--- src/rtl/vga_monitor_if.sv ---
// VGA pixel bus as seen at the connector: active-high syncs and a 3-3-3 colour bus.
// The generator side drives it, the monitor only listens.
interface vga_monitor_if;
   logic       hs;
   logic       vs;
   logic [2:0] r;
   logic [2:0] g;
   logic [2:0] b;

   modport master (output hs, vs, r, g, b);
   modport slave  (input  hs, vs, r, g, b);
endinterface

--- src/rtl/vga_monitor.sv ---
// In-system VGA stream monitor: recovers beam position, checks sync timing
// against the configured mode, locks after clean frames and samples one probe pixel.
module vga_monitor #(
   parameter int H_TOTAL     = 1040,
   parameter int H_SYNC      = 120,
   parameter int H_BACK      = 64,
   parameter int H_ACTIVE    = 800,
   parameter int V_TOTAL     = 666,
   parameter int V_SYNC      = 6,
   parameter int V_BACK      = 23,
   parameter int V_ACTIVE    = 600,
   parameter int LOCK_FRAMES = 2
) (
   input  logic          i_clk,
   input  logic          i_rst,
   vga_monitor_if.slave  i_vga,
   input  logic [10:0]   i_probe_x,
   input  logic [10:0]   i_probe_y,
   output logic [10:0]   o_x,
   output logic [10:0]   o_y,
   output logic          o_active,
   output logic          o_locked,
   output logic          o_h_err,
   output logic          o_v_err,
   output logic [15:0]   o_frame_count,
   output logic [8:0]    o_probe_rgb,
   output logic          o_probe_valid
);

   localparam logic [11:0] LP_H_TOTAL   = 12'(H_TOTAL);
   localparam logic [11:0] LP_H_SYNC    = 12'(H_SYNC);
   localparam logic [11:0] LP_V_TOTAL   = 12'(V_TOTAL);
   localparam logic [10:0] LP_V_SYNC_M1 = 11'(V_SYNC - 1);
   localparam logic [11:0] LP_H_START   = 12'(H_SYNC + H_BACK);
   localparam logic [11:0] LP_H_END     = 12'(H_SYNC + H_BACK + H_ACTIVE);
   localparam logic [11:0] LP_V_START   = 12'(V_SYNC + V_BACK);
   localparam logic [11:0] LP_V_END     = 12'(V_SYNC + V_BACK + V_ACTIVE);
   localparam logic [10:0] LP_X_OFS     = 11'(H_SYNC + H_BACK);
   localparam logic [10:0] LP_Y_OFS     = 11'(V_SYNC + V_BACK);
   localparam logic [7:0]  LP_LOCK      = 8'(LOCK_FRAMES);

   typedef enum logic [1:0] {
      S_SEARCH  = 2'd0,
      S_ACQUIRE = 2'd1,
      S_LOCKED  = 2'd2
   } state_t;

   logic        r_hs1, r_vs1, r_hs2, r_vs2;
   logic [8:0]  r_rgb1;
   logic [10:0] r_hcnt, r_vcnt;
   logic        r_hseen, r_vseen;
   state_t      r_state;
   logic [7:0]  r_good;
   logic [15:0] r_frame_count;

   logic        w_hs_rise, w_hs_fall, w_vs_rise, w_vs_fall;
   logic [11:0] w_hcnt_inc, w_vcnt_inc;
   logic [10:0] w_hcnt_n, w_vcnt_n;
   logic        w_h_err, w_v_err, w_err;
   logic        w_hseen_n, w_vseen_n;
   state_t      w_state_n;
   logic [7:0]  w_good_n;
   logic [15:0] w_fc_n;
   logic        w_in_h, w_in_v, w_active_n;
   logic [10:0] w_x_n, w_y_n;
   logic        w_hit;

   assign w_hs_rise  = r_hs1 & ~r_hs2;
   assign w_hs_fall  = ~r_hs1 & r_hs2;
   assign w_vs_rise  = r_vs1 & ~r_vs2;
   assign w_vs_fall  = ~r_vs1 & r_vs2;
   // 12-bit increments so a saturated counter never aliases onto a legal period
   assign w_hcnt_inc = {1'b0, r_hcnt} + 12'd1;
   assign w_vcnt_inc = {1'b0, r_vcnt} + 12'd1;

   // position counters, timing checks and active-window decode for the current sample
   always_comb begin
      w_hcnt_n = r_hcnt;
      w_vcnt_n = r_vcnt;
      if (w_hs_rise) begin
         w_hcnt_n = 11'd0;
      end else if (r_hcnt == 11'h7FF) begin
         w_hcnt_n = r_hcnt;
      end else begin
         w_hcnt_n = w_hcnt_inc[10:0];
      end
      if (w_vs_rise) begin
         w_vcnt_n = 11'd0;
      end else if (w_hs_rise && (r_vcnt != 11'h7FF)) begin
         w_vcnt_n = w_vcnt_inc[10:0];
      end else begin
         w_vcnt_n = r_vcnt;
      end

      w_h_err = r_hseen & ((w_hs_rise & (w_hcnt_inc != LP_H_TOTAL)) |
                           (w_hs_fall & (w_hcnt_inc != LP_H_SYNC)));
      w_v_err = r_vseen & ((w_vs_rise & (w_vcnt_inc != LP_V_TOTAL)) |
                           (w_vs_fall & (r_vcnt != LP_V_SYNC_M1)));
      w_err   = w_h_err | w_v_err;

      w_hseen_n = w_err ? 1'b0 : (r_hseen | w_hs_rise);
      w_vseen_n = w_err ? 1'b0 : (r_vseen | w_vs_rise);

      w_in_h     = ({1'b0, w_hcnt_n} >= LP_H_START) && ({1'b0, w_hcnt_n} < LP_H_END);
      w_in_v     = ({1'b0, w_vcnt_n} >= LP_V_START) && ({1'b0, w_vcnt_n} < LP_V_END);
      w_active_n = (w_state_n == S_LOCKED) & w_in_h & w_in_v;
      if (w_active_n) begin
         w_x_n = w_hcnt_n - LP_X_OFS;
         w_y_n = w_vcnt_n - LP_Y_OFS;
      end else begin
         w_x_n = 11'd0;
         w_y_n = 11'd0;
      end
      w_hit = w_active_n & (w_x_n == i_probe_x) & (w_y_n == i_probe_y);
   end

   // lock state machine; an error always wins over a frame increment
   always_comb begin
      w_state_n = r_state;
      w_good_n  = r_good;
      w_fc_n    = r_frame_count;
      case (r_state)
         S_SEARCH: begin
            if (!w_err && w_vs_rise) begin
               w_state_n = S_ACQUIRE;
               w_good_n  = 8'd0;
            end else begin
               w_state_n = S_SEARCH;
            end
         end
         S_ACQUIRE: begin
            if (w_err) begin
               w_state_n = S_SEARCH;
            end else if (w_vs_rise) begin
               w_good_n = r_good + 8'd1;
               if (w_good_n == LP_LOCK) begin
                  w_state_n = S_LOCKED;
               end else begin
                  w_state_n = S_ACQUIRE;
               end
            end else begin
               w_state_n = S_ACQUIRE;
            end
         end
         S_LOCKED: begin
            if (w_err) begin
               w_state_n = S_SEARCH;
            end else if (w_vs_rise) begin
               w_fc_n = r_frame_count + 16'd1;
            end else begin
               w_state_n = S_LOCKED;
            end
         end
         default: begin
            w_state_n = S_SEARCH;
         end
      endcase
   end

   // input stage, counters, state and registered outputs
   always_ff @(posedge i_clk) begin
      if (i_rst) begin
         r_hs1         <= 1'b0;
         r_vs1         <= 1'b0;
         r_hs2         <= 1'b0;
         r_vs2         <= 1'b0;
         r_rgb1        <= 9'd0;
         r_hcnt        <= 11'd0;
         r_vcnt        <= 11'd0;
         r_hseen       <= 1'b0;
         r_vseen       <= 1'b0;
         r_state       <= S_SEARCH;
         r_good        <= 8'd0;
         r_frame_count <= 16'd0;
         o_x           <= 11'd0;
         o_y           <= 11'd0;
         o_active      <= 1'b0;
         o_locked      <= 1'b0;
         o_h_err       <= 1'b0;
         o_v_err       <= 1'b0;
         o_probe_rgb   <= 9'd0;
         o_probe_valid <= 1'b0;
      end else begin
         r_hs1         <= i_vga.hs;
         r_vs1         <= i_vga.vs;
         r_hs2         <= r_hs1;
         r_vs2         <= r_vs1;
         r_rgb1        <= {i_vga.r, i_vga.g, i_vga.b};
         r_hcnt        <= w_hcnt_n;
         r_vcnt        <= w_vcnt_n;
         r_hseen       <= w_hseen_n;
         r_vseen       <= w_vseen_n;
         r_state       <= w_state_n;
         r_good        <= w_good_n;
         r_frame_count <= w_fc_n;
         o_x           <= w_x_n;
         o_y           <= w_y_n;
         o_active      <= w_active_n;
         o_locked      <= (w_state_n == S_LOCKED);
         o_h_err       <= w_h_err;
         o_v_err       <= w_v_err;
         o_probe_valid <= w_hit;
         if (w_hit) begin
            o_probe_rgb <= r_rgb1;
         end
      end
   end

   assign o_frame_count = r_frame_count;

endmodule
--- src/flat_wrapper.sv ---
// flat-port wrapper written by rule: the top's interface ports become plain ports
module vga_monitor_flat 
#(
   parameter int H_TOTAL     = 1040,
   parameter int H_SYNC      = 120,
   parameter int H_BACK      = 64,
   parameter int H_ACTIVE    = 800,
   parameter int V_TOTAL     = 666,
   parameter int V_SYNC      = 6,
   parameter int V_BACK      = 23,
   parameter int V_ACTIVE    = 600,
   parameter int LOCK_FRAMES = 2
)
  (i_clk, i_rst, i_probe_x, i_probe_y, o_x, o_y, o_active, o_locked, o_h_err, o_v_err, o_frame_count, o_probe_rgb, o_probe_valid, i_vga_hs, i_vga_vs, i_vga_r, i_vga_g, i_vga_b);
  vga_monitor_if i_vga_i ();
  input  logic i_clk;
  input  logic i_rst;
  input  logic [10:0] i_probe_x;
  input  logic [10:0] i_probe_y;
  output logic [10:0] o_x;
  output logic [10:0] o_y;
  output logic o_active;
  output logic o_locked;
  output logic o_h_err;
  output logic o_v_err;
  output logic [15:0] o_frame_count;
  output logic [8:0] o_probe_rgb;
  output logic o_probe_valid;
  input wire logic [$bits(i_vga_i.hs)-1:0] i_vga_hs;
  input wire logic [$bits(i_vga_i.vs)-1:0] i_vga_vs;
  input wire logic [$bits(i_vga_i.r)-1:0] i_vga_r;
  input wire logic [$bits(i_vga_i.g)-1:0] i_vga_g;
  input wire logic [$bits(i_vga_i.b)-1:0] i_vga_b;
  assign i_vga_i.hs = i_vga_hs;
  assign i_vga_i.vs = i_vga_vs;
  assign i_vga_i.r = i_vga_r;
  assign i_vga_i.g = i_vga_g;
  assign i_vga_i.b = i_vga_b;
  vga_monitor #(.H_TOTAL(H_TOTAL), .H_SYNC(H_SYNC), .H_BACK(H_BACK), .H_ACTIVE(H_ACTIVE), .V_TOTAL(V_TOTAL), .V_SYNC(V_SYNC), .V_BACK(V_BACK), .V_ACTIVE(V_ACTIVE), .LOCK_FRAMES(LOCK_FRAMES)) u_core (.i_clk(i_clk), .i_rst(i_rst), .i_vga(i_vga_i), .i_probe_x(i_probe_x), .i_probe_y(i_probe_y), .o_x(o_x), .o_y(o_y), .o_active(o_active), .o_locked(o_locked), .o_h_err(o_h_err), .o_v_err(o_v_err), .o_frame_count(o_frame_count), .o_probe_rgb(o_probe_rgb), .o_probe_valid(o_probe_valid));
endmodule
--- config.mk ---
export PLATFORM = sky130hd
export DESIGN_NAME = vga_monitor_flat
export DESIGN_NICKNAME = d
export VERILOG_FILES = /design/src/rtl/vga_monitor_if.sv /design/src/rtl/vga_monitor.sv /design/src/flat_wrapper.sv
export SDC_FILE = /design/constraint.sdc
export NUM_CORES = 1
export LEC_CHECK = 0
export CAP_MARGIN = 20
export CORE_ASPECT_RATIO = 2
export CORE_MARGIN = 2
export CORE_UTILIZATION = 30
export DETAILED_ROUTE_END_ITERATION = 8
export REMOVE_ABC_BUFFERS = 1
export SLEW_MARGIN = 20
export SYNTH_ARGS = -nofsm -noshare
export SYNTH_HDL_FRONTEND = slang
export SYNTH_SLANG_ARGS = --single-unit
--- constraint.sdc ---
create_clock -name i_clk -period 12.46 [get_ports i_clk]
set_clock_uncertainty 0.15 [all_clocks]
set_input_delay 1.869 -clock i_clk [delete_from_list [all_inputs] [get_ports i_clk]]
set_output_delay 1.869 -clock i_clk [all_outputs]
set_load 0.02 [all_outputs]
==> results.cfg <==
[sta]
hold_ws_ps = 303
tns_ps = 0
finalSetupViolCount = 0
rsz0062_at_grt = no
hold_violations = 0
period_minus_slack_ps = 5310
worst_slew_pin_slew_ps = 912
max_slew_margin_pct = 39.2
final_max_slew_viol_count = 0
clock.fmax_mhz = 188
fin_crit_sh_pct = 42.6

[finish]
syn_to_final_growth_pct = 22.5
register_area_sq_um = 1980
fin_nets = 805
multi_input_area_sq_um = 3700
drive_gt1_share_pct = 7.83
n_antenna_cell = 0
fill_cells = 2040

[clock_tree]
ctsResizeCount = 0
htree_levels = 3
cts_hold_buffers = 0
cts_tree = done
cts_max_path_buffers = 2
root_buffer = clkbuf_16
cts_setup_buffers = 0
cts_made_buffers = 9
path_clk_slew_ps = 70
clock_sinks = 99
insertion_delay_ps = 350

[worst_setup_path]
worstPathRequired_ps = 12590
slowest_stage = a2111oi_4
cp.arrival_ps = 5440
cp_max_fo = 10
start_kind = flip-flop
crit_path_end_kind = flip-flop
critPathKind = reg -> reg
cp_cell_sequence = ha_1 -> nand4_1 -> or3_1 -> a21oi_1 -> ha_1 -> nand2_1 -> a21oi_1 -> o21bai_1 -> and2_1 -> or3_1 -> a2111oi_2 -> o2111ai_1 -> a2111oi_4 -> mux2i_1
critPathMaxStageDelay_ps = 830

[drt]
drt_iter0_markers = 268
viasPerCell = 5.23
wl_mm = 16.1
ant_nets = 0
drc = 0
via_count = 5374
wire_per_inst_microns = 15.7
dr.pass1.iters = 4

[floorplanning]
ios = 87
fp.dieH_microns = 203
placementRows = 73
die_area_sq_um = 21100
core_sq_um = 19600
fp.dieW_microns = 104
start_util_pct = 30.3

[global_routing]
antenna_found_initial = 0
grt_start_max_net_pins = 85
first_global_vias = 4997
grt_pass1_wl_mm = 26.2
grt-ovfl-total = 0
track_usage_pct = 15.2

[logic_synthesis]
synth_edf_count = 0
syn_inst = 704
synth.avg_cell_area_sq_um = 8.46
seq_area_frac_synth_pct = 33.3
ys_types = 93
yosysWarningCount = 0
yosys_register_bits = 99
synth-async-reset-ratio_pct = 0
syn-cell-area_sq_um = 5960
synth_flop_cell = dfxtp_1

[min_path]
min_path_type = reg -> reg

[power_and_ir_drop]
powerDensity_nw_per_um2 = 96.1
vdd_ir_drop_max_v = 0.0000805
p_leak_nw = 2.58

[placed_design]
dp_hpwl_mm = 11.8
port_buffers = 86
gp_congestion = 0.897

[run_status]
outcome = complete, no violations

[flow_run]
max-cap-violations = 0
[cell families after synthesis]
kind of cell | after synthesis | synth area share, %
XOR/XNOR | 42 | 6.87
flip-flops | 99 | 33.3
adder cells (fa/ha/maj) | 9 | 1.89
multiplexers | 18 | 3.15
AO/OA/AOI/OAI | 146 | 19.3
AND/OR/NAND/NOR | 332 | 30.8
buffers and inverters | 58 | 4.77
[synthesized netlist by cell type (6+ instances only)]
library cell	number	area share, %
nand3b_1	6	0.76
a31oi_1	6	0.63
nor2_1	83	5.2
nor4_1	11	1.2
nor3_1	22	1.8
nand2_1	46	2.9
dfxtp_1	99	33
clkbuf_1	23	1.4
nor2b_1	25	2.6
nand4_1	13	1.4
ha_1	9	1.9
xor2_1	15	2.2
o21ai_0	23	1.9
xnor2_1	24	3.5
and4_1	6	0.88
mux2i_1	14	2.4
inv_1	14	0.88
o21a_1	7	0.88
and3_1	11	1.2
a21oi_1	26	2.2
buf_2	11	0.92
or3_1	17	1.8
nand2b_1	25	2.6
a211oi_1	10	1.3
and2_1	10	1.0
a21o_1	7	0.88
nand3_1	19	1.6
[worst max-delay path: cells and delay by family (launching register included)]
kind            cells  cell delay (ps)
flops               1              530
fa+ha+maj           2              710
compound gates      6             2200
simple gates        5             1370
mux                 1              270
[registers in the layout, indices dropped and copies added, names as in the netlist, 2 cells and up]
register,count
u_core.r_rgb1,9
u_core.r_state,2
u_core.o_frame_count,16
u_core.r_vcnt,11
u_core.o_y,11
u_core.o_x,11
u_core.r_hcnt,11
u_core.o_probe_rgb,9
u_core.r_good,8
[metal layers]
metal	global-route usage [%]	up-vias	share of wire, %	wire length [microns]
li1	-	2664	-	-
met2	24.8	181	46	7410
met5	0	-	0	0
met3	3.04	21	6.1	987
met1	20.1	2508	46	7390
met4	5.21	0	2.1	342
[layout make-up]
| class | instances | area share [%] |
|---|---|---|
| multi-input combinational | 547 | 50.8 |
| sequential | 99 | 27.2 |
| inverter | 14 | 0.720 |
| clock inverter | 6 | 1.44 |
| timing repair buffer | 90 | 12.1 |
| clock buffer | 10 | 3.28 |
| tap | 262 | 4.49 |
[power by group]
part	switching, W	leakage [nW]	internal (W)
sequential	0.00000460	0.802	0.000320
combinational	0.0000321	1.61	0.0000268
clock	0.000131	0.168	0.000186
total	0.000168	2.58	0.000533
[cells in the final DEF (no fill, tap or decap), types with 4 or more instances in the layout]
cell type | netlist | final
clkbuf_16 | 0 | 9
a21o_1 | 7 | 7
o211ai_1 | 4 | 4
nor3_1 | 22 | 22
nand3b_1 | 6 | 6
or3_1 | 17 | 17
clkdlybuf4s50_1 | 0 | 85
ha_1 | 9 | 9
nand3_1 | 19 | 19
xor2_1 | 15 | 15
inv_1 | 14 | 14
nand2_1 | 46 | 46
a31oi_1 | 6 | 6
or2_2 | 5 | 5
nand4_1 | 13 | 13
nor2b_1 | 25 | 25
xnor2_1 | 24 | 24
a41oi_1 | 4 | 4
and4_1 | 6 | 6
o2111ai_1 | 5 | 5
and2_1 | 10 | 10
buf_4 | 4 | 4
nor4_1 | 11 | 11
a21oi_1 | 26 | 26
o21a_1 | 7 | 7
dfxtp_1 | 99 | 99
nand2b_1 | 25 | 25
and3_1 | 11 | 11
nor4b_1 | 4 | 4
o21ai_0 | 23 | 23
mux2i_1 | 14 | 14
a211oi_1 | 10 | 10
nor2_1 | 83 | 83
[worst paths after layout]
path,start,depth (start not counted),end,slack (ps)
worst max-delay path,u_core.r_hcnt[0]$_SDFF_PP0_,14,u_core.o_probe_rgb[5]$_SDFFE_PP0P_,7150
worst min-delay path,u_core.r_rgb1[6]$_SDFF_PP0_,2,u_core.o_probe_rgb[6]$_SDFFE_PP0P_,300
worst max register to register,u_core.r_hcnt[0]$_SDFF_PP0_,14,u_core.o_probe_rgb[5]$_SDFFE_PP0P_,7150
worst min register to register,u_core.r_rgb1[6]$_SDFF_PP0_,2,u_core.o_probe_rgb[6]$_SDFFE_PP0P_,300
[per-stage QoR]
step | cell area (sq um) | setup WS (ps) | power (W) | cells | utilization (%)
3_3_place_gp | 6950 | 7240 | 0.000390 | 1012 | 35.4
3_5_place_dp | 6950 | 7130 | 0.000391 | 1012 | 35.4
2_1_floorplan | 5730 | 7570 | 0.000363 | 660 | -
5_1_grt | 7300 | 6730 | 0.000730 | 1028 | 37.2
4_1_cts | 7300 | 7150 | 0.000713 | 1028 | 37.2
6_report | 7300 | 7150 | 0.000701 | 1028 | 37.2
Power figures use the tool's default switching activity.
